File: src/rtl/serial_add_ctrl.sv
// Bit-serial add/subtract controller: one full-adder cell reused LSB-first over
// WIDTH-bit operands, with valid/ready handshakes on both sides.
module serial_add_ctrl #(
  parameter int WIDTH = 8
) (
  input  logic             clk,
  input  logic             rst,
  input  logic             in_valid,
  output logic             in_ready,
  input  logic [WIDTH-1:0] a,
  input  logic [WIDTH-1:0] b,
  input  logic             sub,
  output logic             out_valid,
  input  logic             out_ready,
  output logic [WIDTH-1:0] sum,
  output logic             cout,
  output logic             ovf
);

  localparam int CW = (WIDTH > 1) ? $clog2(WIDTH) : 1;
  localparam logic [CW-1:0] LAST = CW'(WIDTH - 1);

  typedef enum logic [1:0] {
    S_IDLE,
    S_RUN,
    S_DONE
  } state_t;

  state_t           r_state;
  state_t           w_state_next;
  logic [WIDTH-1:0] r_sa;
  logic [WIDTH-1:0] r_sb;
  logic [WIDTH-1:0] r_r;
  logic             r_c;
  logic [CW-1:0]    r_cnt;
  logic             r_en;
  logic [WIDTH-1:0] r_sum;
  logic             r_cout;
  logic             r_ovf;

  logic             w_s;
  logic             w_co;
  logic [WIDTH-1:0] w_r_next;
  logic             w_accept;
  logic             w_last;

  // r_en keeps in_ready low until the first edge after reset is released.
  assign in_ready  = r_en && (r_state == S_IDLE);
  assign out_valid = (r_state == S_DONE);
  assign sum       = r_sum;
  assign cout      = r_cout;
  assign ovf       = r_ovf;

  assign w_s      = r_sa[0] ^ r_sb[0] ^ r_c;
  assign w_co     = (r_sa[0] & r_sb[0]) | (r_sb[0] & r_c) | (r_sa[0] & r_c);
  assign w_r_next = {w_s, r_r[WIDTH-1:1]};
  assign w_accept = in_valid && in_ready;
  assign w_last   = (r_cnt == LAST);

  always_comb begin
    w_state_next = r_state;
    case (r_state)
      S_IDLE:  if (w_accept) w_state_next = S_RUN;
      S_RUN:   if (w_last) w_state_next = S_DONE;
      S_DONE:  if (out_ready) w_state_next = S_IDLE;
      default: w_state_next = S_IDLE;
    endcase
  end

  always_ff @(posedge clk or posedge rst) begin
    if (rst) begin
      r_state <= S_IDLE;
      r_en    <= 1'b0;
    end else begin
      r_state <= w_state_next;
      r_en    <= 1'b1;
    end
  end

  always_ff @(posedge clk or posedge rst) begin
    if (rst) begin
      r_sa   <= '0;
      r_sb   <= '0;
      r_r    <= '0;
      r_c    <= 1'b0;
      r_cnt  <= '0;
      r_sum  <= '0;
      r_cout <= 1'b0;
      r_ovf  <= 1'b0;
    end else begin
      case (r_state)
        S_IDLE: begin
          if (w_accept) begin
            // Subtract is A + ~B + 1: the +1 enters as the initial carry.
            r_sa  <= a;
            r_sb  <= sub ? ~b : b;
            r_c   <= sub;
            r_r   <= '0;
            r_cnt <= '0;
          end
        end
        S_RUN: begin
          r_r   <= w_r_next;
          r_sa  <= {1'b0, r_sa[WIDTH-1:1]};
          r_sb  <= {1'b0, r_sb[WIDTH-1:1]};
          r_c   <= w_co;
          r_cnt <= r_cnt + 1'b1;
          if (w_last) begin
            r_sum  <= w_r_next;
            r_cout <= w_co;
            r_ovf  <= r_c ^ w_co;
          end
        end
        default: ;
      endcase
    end
  end

endmodule

File: config.mk
export PLATFORM = sky130hd
export DESIGN_NAME = serial_add_ctrl
export DESIGN_NICKNAME = d
export VERILOG_FILES = /design/src/rtl/serial_add_ctrl.sv
export SDC_FILE = /design/constraint.sdc
export NUM_CORES = 1
export LEC_CHECK = 0
export BUFFER_PORTS_ARGS = -buffer_cell sky130_fd_sc_hd__buf_2
export CAP_MARGIN = 40
export CORE_UTILIZATION = 51
export DETAILED_ROUTE_END_ITERATION = 8
export PLACE_DENSITY = 0.73
export SLEW_MARGIN = 20
export SYNTH_ARGS = -nofsm -noshare
export SYNTH_HDL_FRONTEND = slang
export SYNTH_SLANG_ARGS = --single-unit
File: constraint.sdc
create_clock -name clk -period 1.6 [get_ports clk]
set_input_delay 0.32 -clock clk [delete_from_list [all_inputs] [get_ports clk]]
set_output_delay 0.32 -clock clk [all_outputs]
set_load 0.005 [all_outputs]
==> results of run 1 <==
power by group:
group          switching (uW)  leakage (uW)  internal, uW
logic                     842      0.000621           718
clock network             345     0.0000645           550
registers                 304      0.000517          1410
area by class of cell:
| type | count | area share |
|---|---|---|
| sequential | 40 | 0.427 |
| multi-input combinational | 120 | 0.403 |
| timing repair buffer | 38 | 0.0876 |
| clock buffer | 7 | 0.0411 |
| tap | 48 | 0.0256 |
| clock inverter | 1 | 0.0128 |
| inverter | 2 | 0.00320 |
layout by cell type (no fill, tap or decap), types with 2 or more instances in the layout:
cell / n
nand3_2: 30
mux2_4: 7
clkbuf_8: 7
buf_4: 6
xnor2_1: 9
mux2_1: 2
nand2_1: 44
inv_1: 2
nand2b_1: 2
buf_2: 32
o21ai_1: 3
dfrtp_1: 40
nand3_1: 3
o211ai_2: 7
ha_1: 2
final timing paths:
check                               start    endpoint  slack [ns]  cells after the start
worst max-delay path             r_cnt[0]      sum[6]        0.06                      4
worst min-delay path                  rst      sum[3]        0.13                      3
worst max register to register   r_cnt[0]      sum[6]        0.06                      4
worst min register to register    r_sa[7]     r_sa[6]        0.49                      2
max in group asynchronous             rst    r_cnt[2]        1.13                      3
min in group clk                out_ready  r_state[1]        0.21                      2
stage by stage:
step / instances / utilization / worst slack (ns)
2_1_floorplan: 175 / - / 0.130
6_report: 256 / 0.617 / 0.0609
4_1_cts: 256 / 0.617 / 0.0502
3_3_place_gp: 248 / 0.584 / 0.126
3_5_place_dp: 248 / 0.584 / 0.0654
5_1_grt: 256 / 0.617 / 0.0143
logic make-up (layout without fill, tap and decap cells):
kind of cell,Yosys count,after routing,share of synthesized area
buf+inv,15,48,0.0741
fa+ha+maj,3,3,0.0215
flops,40,40,0.478
simple gates,85,85,0.265
compound gates,13,13,0.0615
other cells,1,1,0.00179
mux,9,9,0.0609
xor+xnor,9,9,0.0376
registers in the layout, indices dropped and copies added (netlist names):
| name | cells |
|---|---|
| r_c | 1 |
| r_sa | 8 |
| sum | 8 |
| cout | 1 |
| r_r | 7 |
| ovf | 1 |
| r_sb | 8 |
| r_cnt | 3 |
| r_state | 2 |
| r_en | 1 |
per-layer routing:
layer,global-route usage,vias to the layer above
met4,0.0878,0
met5,0,-
met3,0.0500,8
met2,0.328,32
met1,0.221,647
li1,-,648
worst max-delay path, stage by stage (launching register included):
cell and delay [ns]:
dfrtp_1 0.42, ha_1 0.21, ha_1 0.22, nand3b_4 0.21
mux2_1 0.36
==> results.sh, run 1 <==
export IMPL_cts_hold_buf=0
export IMPL_clk_insertion_delay_late_ns=0.30
export IMPL_gp_congestion=0.696
export IMPL_drt_wl_total_mm=3.57
export IMPL_die_y_um=66.1
export IMPL_htreeDepth=2
export IMPL_nNetsFinal=231
export IMPL_synth_edf_count=0
export IMPL_synth_ff_type="dfrtp_1"
export IMPL_overflow=0
export IMPL_routedWlPerCell_um=13.9
export IMPL_pin_count=33
export IMPL_ys_top_cells_by_area="dfrtp_1 (48%), nand3_2 (14%), nand2_1 (7.9%), mux2_4 (5.0%), o211ai_2 (4.2%)"
export IMPL_crit_fanout=12
export IMPL_synth_distinct_cells=27
export IMPL_antenna_cells=0
export IMPL_wl_met3_um=173
export IMPL_finalSetupTns_ns=0
export IMPL_multiInputGateArea_sq_um=943
export IMPL_ys_warn_count=0
export IMPL_seqCellArea_sq_mm=0.00100
export IMPL_grt_pass1_vias=1406
export IMPL_max_cap_violations=0
export IMPL_place_hpwl_mm=2.47
export IMPL_rows=22
export IMPL_coreArea_sq_mm=0.00380
export IMPL_synth_seq_area_share=0.478
export IMPL_dieWidth_um=66.1
export IMPL_cts_repair_resized=0
export IMPL_syn2layout_area_growth_pct=11.9
export IMPL_vias=1335
export IMPL_antenna_found_initial=0
export IMPL_finalSetupViolCount=0
export IMPL_hold_ws_ns=0.130
export IMPL_synth_area_sq_mm=0.00209
export IMPL_detail_route_antenna_nets=0
export IMPL_vdd_ir_drop_max_mv=1.01
export IMPL_synth_most_common_cell="nand2_1"
export IMPL_startpoint_type="register"
export IMPL_ys_seq_elements=40
export IMPL_p_leak_uw=0.00120
export IMPL_fill_cells=324
export IMPL_stdcell_area_sq_mm=0.00234
export IMPL_critPathKind="reg2reg"
export IMPL_wl_met2_mm=1.80
export IMPL_total_power_uw=4170
export IMPL_drive_gt1_frac=0.452
export IMPL_slew_violations=0
export IMPL_cp_data_required_time_ns=1.77
export IMPL_syn_nets=199
export IMPL_clock_skew_ns=0.00580
export IMPL_yosysTopAreaCell="dfrtp_1"
export IMPL_status="completed"
export IMPL_start_util=0.551
export IMPL_netlist_area_leader_share=0.478
export IMPL_drt_pass1_iterations=4
export IMPL_avgSynthCellArea_sq_um=12.0
export IMPL_grt_pass1_wl_mm=6.09
export IMPL_cts_sinks=40
export IMPL_period_needed_ns=1.54
export IMPL_period_share=0.962
export IMPL_fp_dieArea_sq_mm=0.00437
export IMPL_synthTopCellsByCount="nand2_1 (44), dfrtp_1 (40), nand3_2 (30)"
export IMPL_rsz0062_at_grt="no"
export IMPL_cp_end_kind="register"
export IMPL_cts_tree="yes"
export IMPL_synth_async_reset_ratio=1.00
export IMPL_fmax_mhz=650
export IMPL_worst_endpoint_arrival_ns=1.71
export IMPL_numCtsBuffers=5
export IMPL_met1Wirelength_mm=1.52
export IMPL_hold_class="in2async"
export IMPL_finalHoldViolCount=0
export IMPL_clockBufferDepth=2
export IMPL_port_buffers=32
export IMPL_placed_cell_area_sq_mm=0.00222
export IMPL_path_clk_slew_ns=0.08
export IMPL_grt_start_max_net_pins=41
export IMPL_drt_iter0_markers=58
export IMPL_netlist_instances=175
export IMPL_cts_setup_buffers=0
export IMPL_drc=0
export IMPL_root_buffer="clkbuf_8"
export IMPL_via_per_inst=5.21
export IMPL_grtUsageTotal=0.191
export IMPL_routed_top_layer="met4"
export IMPL_powerDensity_mw_per_mm2=1780
(Power assumes the default switching activity.)
==> inputs of run 2 (changes only) <==
--- a/config.mk
+++ b/config.mk
@@ -5,8 +5,9 @@
 export SDC_FILE = /design/constraint.sdc
 export NUM_CORES = 1
 export LEC_CHECK = 0
-export BUFFER_PORTS_ARGS = -buffer_cell sky130_fd_sc_hd__buf_2
+export BUFFER_PORTS_ARGS = -buffer_cell sky130_fd_sc_hd__clkbuf_2
 export CAP_MARGIN = 40
+export CORE_ASPECT_RATIO = 1.4
 export CORE_UTILIZATION = 51
 export DETAILED_ROUTE_END_ITERATION = 8
 export PLACE_DENSITY = 0.73
==> constraint.sdc (replaced) <==
create_clock -name clk -period 1.53 [get_ports clk]
set_input_delay 0.306 -clock clk [delete_from_list [all_inputs] [get_ports clk]]
set_output_delay 0.306 -clock clk [all_outputs]
set_load 0.005 [all_outputs]
==> run 2 against run 1 <==
Net effect:
- via count increased by 2.0%
- maximum frequency increased by 4.5%
- combinational power increased by 15%
- final cell count decreased by 0.39%
- critical path depth unchanged
- die area about the same
- sequential cell count unchanged
- worst hold slack got worse by 0.016 ns
- first-iteration DRC count decreased by 19%
- clock skew decreased by 0.0037 ns
- register-to-register slack about the same
- critical path type unchanged
- critical endpoint is now cout
- highest routed layer unchanged
==> results.sh, run 2 (synthesis results as in run 1) <==
export IMPL_status="completed"
export IMPL_drt_iter0_markers=47
export IMPL_cts_hold_buf=0
export IMPL_setup_slack_ns=0.0573
export IMPL_pin_count=33
export IMPL_rsz0062_at_grt="no"
export IMPL_via_per_inst=5.34
export IMPL_overflow=0
export IMPL_drive_gt1_frac=0.467
export IMPL_root_buffer="clkbuf_8"
export IMPL_drt_wl_total_mm=3.79
export IMPL_crit_chain="ha_1, ha_1, nand3b_2, mux2_4"
export IMPL_grtUsageTotal=0.198
export IMPL_antenna_found_initial=0
export IMPL_mostFrequentLayoutCell="nand2_1"
export IMPL_p_sw_uw=1620
export IMPL_detail_route_antenna_nets=0
export IMPL_cts_sinks=40
export IMPL_clock_skew_ns=0.00215
export IMPL_max_cap_violations=0
export IMPL_max_stage_delay_ns=0.40
export IMPL_worst_endpoint_arrival_ns=1.65
export IMPL_finalSetupTns_ns=0
export IMPL_start_util=0.534
export IMPL_clk_insertion_delay_late_ns=0.29
export IMPL_netSwitchingFraction=0.374
export IMPL_clkPwrFrac=0.163
export IMPL_syn2layout_area_growth_pct=12.9
export IMPL_vias=1362
export IMPL_p_int_uw=2710
export IMPL_pwr_share_seq=0.421
export IMPL_place_hpwl_mm=2.61
export IMPL_grt_pass1_vias=1404
export IMPL_crit_slowest_cell="dfrtp_1"
export IMPL_dp_slack_ns=0.0464
export IMPL_cp_end_kind="register"
export IMPL_final_cell_mix="nand2_1 (44), dfrtp_1 (38), clkbuf_2 (32)"
export IMPL_nNetsFinal=235
export IMPL_fp_dieArea_sq_mm=0.00437
export IMPL_cp_data_required_time_ns=1.70
export IMPL_coreArea_sq_mm=0.00392
export IMPL_p_comb_frac=0.416
export IMPL_slew_violations=0
export IMPL_clockBufferDepth=2
export IMPL_period_share=0.963
export IMPL_fmax_mhz=679
export IMPL_period_needed_ns=1.47
export IMPL_crit_fanout=6
export IMPL_grt_pass1_wl_mm=6.64
export IMPL_port_buffers=32
export IMPL_dieWidth_um=56.2
export IMPL_vdd_ir_drop_max_mv=1.32
export IMPL_hold_class="in2async"
export IMPL_powerDensity_mw_per_mm2=1830
export IMPL_grt_start_max_net_pins=41
export IMPL_p_leak_uw=0.00121
export IMPL_cts_tree="yes"
export IMPL_antenna_cells=0
export IMPL_startpoint_type="register"
export IMPL_drc=0
export IMPL_rows=27
export IMPL_drt_pass1_iterations=4
export IMPL_htreeDepth=2
export IMPL_routedWlPerCell_um=14.9
export IMPL_numCtsBuffers=5
export IMPL_gp_congestion=0.748
export IMPL_critPathKind="reg2reg"
export IMPL_die_y_um=77.8
export IMPL_finalSetupViolCount=0
export IMPL_reg2reg_slack_ns=0.06
export IMPL_finalHoldViolCount=0
export IMPL_crit_top_cell="ha_1"
export IMPL_path_clk_slew_ns=0.07
[run 2: cell types whose count changed in the layout (fill, tap and decap cells not counted), moves of 2 or more]
cell      before  now
dfrtp_2        0    2
clkbuf_1       0    2
buf_12         0    2
clkbuf_2       0   32
buf_2         32    0
dfrtp_1       40   38
[run 2: what timing repair did]
item | CTS | global route
endpoints found under the setup margin | 0 | 2
endpoints found under the hold margin | 0 | 0
resized for setup | 0 | 2
setup buffers | 0 | 2
[run 2: final cells by class]
type	count	area [sq um]
fillers	341	1550
clock buffers	8	90.1
well taps	43	53.8
multi-input cells	121	957
repair buffers	41	253
flip-flops and latches	40	1000
inverters	2	7.51
[run 2: worst max-delay path, delay by kind of cell (launching register included)]
family | cells | cell delay, ns
flops | 1 | 0.40
simple gates | 1 | 0.22
fa+ha+maj | 2 | 0.43
mux | 1 | 0.32
[run 2: layer usage]
| metal | vias up | part of all wire | wire [um] | global-route usage |
|---|---|---|---|---|
| li1 | 657 | - | - | - |
| met1 | 674 | 0.42 | 1600 | 0.244 |
| met2 | 26 | 0.53 | 2020 | 0.332 |
| met3 | 5 | 0.037 | 140 | 0.0550 |
| met4 | 0 | 0.010 | 38 | 0.0659 |
| met5 | - | 0 | 0 | 0 |
[run 2: worst paths after layout]
| check | startpoint | end | cells past startpoint |
|---|---|---|---|
| worst max register to register | r_cnt[1] | cout | 4 |
| max in group asynchronous | rst | r_state[0] | 3 |
| min in group clk | out_ready | r_state[1] | 2 |
| worst min register to register | r_sa[7] | r_sa[6] | 2 |
| worst max-delay path | r_cnt[1] | cout | 4 |
| worst min-delay path | rst | sum[4] | 3 |
[run 2: stage by stage]
| step | std cells | total power [uW] | area (sq um) | hold slack [ns] | utilization |
|---|---|---|---|---|---|
| finish | 255 | 4320 | 2360 | 0.114 | 0.603 |
| global route | 255 | 4660 | 2360 | 0.144 | 0.603 |
| CTS | 252 | 4340 | 2340 | 0.125 | 0.596 |
| detailed placement | 244 | 3620 | 2250 | 0.439 | 0.573 |
| global placement | 244 | 3520 | 2250 | 0.425 | 0.573 |
| floorplan | 175 | 3160 | 2090 | 0.398 | - |
[run 2: power by group through the flow]
stage               clock [uW]  sequential [uW]  combinational [uW]
floorplan                    0             1760                1400
global placement             0             1790                1730
detailed placement           0             1830                1800
CTS                        724             1810                1810
global route               769             1880                2010
finish                     704             1820                1800
==> inputs of run 3 (changes only) <==
--- a/config.mk
+++ b/config.mk
@@ -8,9 +8,9 @@
 export BUFFER_PORTS_ARGS = -buffer_cell sky130_fd_sc_hd__clkbuf_2
 export CAP_MARGIN = 40
 export CORE_ASPECT_RATIO = 1.4
-export CORE_UTILIZATION = 51
+export CORE_UTILIZATION = 56
 export DETAILED_ROUTE_END_ITERATION = 8
-export PLACE_DENSITY = 0.73
+export PLACE_DENSITY = 0.79
 export SLEW_MARGIN = 20
 export SYNTH_ARGS = -nofsm -noshare
 export SYNTH_HDL_FRONTEND = slang
==> run 3 against run 2 <==
Net effect:
- clock skew up 0.0083 ns
- via count up 0.22%
- count of clock-buffer cells in the layout down 2
- sequential cell count unchanged
- worst hold slack worse by 0.015 ns
- largest cell class unchanged
- largest power group is now combinational logic
- highest routed layer unchanged
==> results.sh, run 3 (synthesis results as in run 1) <==
export IMPL_clk_insertion_delay_late_ns=0.30
export IMPL_clock_skew_ns=0.0104
export IMPL_clockBufferDepth=2
export IMPL_netSwitchingFraction=0.382
export IMPL_overflow=0
export IMPL_period_needed_ns=1.46
export IMPL_nNetsFinal=237
export IMPL_start_util=0.603
export IMPL_grt_pass1_wl_mm=6.07
export IMPL_cts_tree="yes"
export IMPL_final_cell_mix="nand2_1 (44), dfrtp_1 (40), clkbuf_2 (32)"
export IMPL_p_int_uw=2640
export IMPL_slew_violations=0
export IMPL_fmax_mhz=684
export IMPL_finalSetupTns_ns=0
export IMPL_pwr_share_seq=0.419
export IMPL_p_leak_uw=0.00121
export IMPL_slew_headroom=0.664
export IMPL_worst_endpoint_arrival_ns=1.16
export IMPL_htreeDepth=2
export IMPL_crit_fanout=5
export IMPL_pin_count=33
export IMPL_placed_cell_area_sq_mm=0.00224
export IMPL_via_per_inst=5.40
export IMPL_finalHoldViolCount=0
export IMPL_syn2layout_area_growth_pct=12.5
export IMPL_setup_slack_ns=0.0678
export IMPL_vdd_ir_drop_max_mv=1.14
export IMPL_fp_dieArea_sq_mm=0.00399
export IMPL_p_sw_uw=1630
export IMPL_mostFrequentLayoutCell="nand2_1"
export IMPL_port_buffers=32
export IMPL_cp_data_required_time_ns=1.22
export IMPL_fill_cells=270
export IMPL_powerDensity_mw_per_mm2=1820
export IMPL_root_buffer="clkbuf_8"
export IMPL_drt_iter0_markers=43
export IMPL_stdcell_area_sq_mm=0.00236
export IMPL_grt_pass1_vias=1318
export IMPL_status="completed"
export IMPL_critPathKind="reg2out"
export IMPL_grt_start_max_net_pins=41
export IMPL_max_cap_violations=0
export IMPL_detail_route_antenna_nets=0
export IMPL_rows=25
export IMPL_cp_end_kind="primary output"
export IMPL_startpoint_type="register"
export IMPL_die_y_um=74.4
export IMPL_coreArea_sq_mm=0.00347
export IMPL_dieWidth_um=53.7
export IMPL_drive_gt1_frac=0.469
export IMPL_hold_class="in2async"
export IMPL_numCtsBuffers=5
export IMPL_rsz0062_at_grt="no"
export IMPL_cts_sinks=40
export IMPL_gp_congestion=0.742
export IMPL_period_share=0.956
export IMPL_clkPwrFrac=0.156
export IMPL_place_hpwl_mm=2.53
export IMPL_routedWlPerCell_um=15.3
export IMPL_grtUsageTotal=0.214
export IMPL_drt_pass1_iterations=4
export IMPL_drt_wl_total_mm=3.87
export IMPL_antenna_found_initial=0
export IMPL_finalSetupViolCount=0
export IMPL_vias=1365
export IMPL_drc=0
export IMPL_p_comb_frac=0.425
export IMPL_antenna_cells=0
export IMPL_tightest_slew_ns=0.503
export IMPL_dp_slack_ns=0.0379
export IMPL_path_clk_slew_ns=0.08
export IMPL_fin_util=0.679
[run 3: repair_timing]
item | CTS | global route
resized for setup | 0 | 2
hold buffers | 0 | 0
endpoints found under the setup margin | 0 | 3
setup buffers | 0 | 2
[run 3: area by class of cell]
cell class | count | area (sq um) | area share
clock inverter | 1 | 5.00 | 0.00212
timing repair buffer | 43 | 255 | 0.108
sequential | 40 | 1000 | 0.425
tap | 40 | 50.0 | 0.0212
multi-input combinational | 121 | 965 | 0.409
inverter | 2 | 7.51 | 0.00319
clock buffer | 6 | 72.6 | 0.0308
[run 3: final timing paths]
| check | from | end | slack [ns] | cells after the start |
|---|---|---|---|---|
| worst max-delay path | r_state[0] | out_valid | 0.07 | 4 |
| worst min-delay path | rst | sum[0] | 0.1 | 3 |
| worst max register to register | r_cnt[1] | sum[3] | 0.07 | 4 |
| worst min register to register | r_sa[7] | r_sa[6] | 0.49 | 2 |
| max in group asynchronous | rst | r_en | 1.07 | 3 |
| min in group clk | out_ready | r_state[1] | 0.18 | 2 |
[run 3: worst max-delay path, stage by stage (launching register included)]
cell and delay (ns):
dfrtp_1 0.40, buf_4 0.17, nand2b_4 0.14, inv_1 0.05
clkbuf_2 0.10
[run 3: power groups by stage]
| stage | registers [uW] | logic, uW | clock network (uW) |
|---|---|---|---|
| finish | 1790 | 1820 | 668 |
| global route | 1840 | 2000 | 733 |
| CTS | 1790 | 1780 | 685 |
| detailed placement | 1800 | 1770 | 0 |
| global placement | 1770 | 1700 | 0 |
| floorplan | 1760 | 1400 | 0 |
[run 3: through the flow]
step | total power, uW | instances | hold WS (ns)
after floorplan | 3160 | 175 | 0.398
after CTS | 4250 | 250 | 0.109
after global placement | 3470 | 243 | 0.426
after global routing | 4560 | 253 | 0.145
final | 4280 | 253 | 0.0990
after detailed placement | 3570 | 243 | 0.439
[run 3: layer usage]
layer	vias to the layer above	GRT usage	share of wire
li1	659	-	-
met5	-	0	0
met4	0	0.0877	0.016
met3	6	0.0613	0.034
met2	28	0.335	0.51
met1	672	0.274	0.44
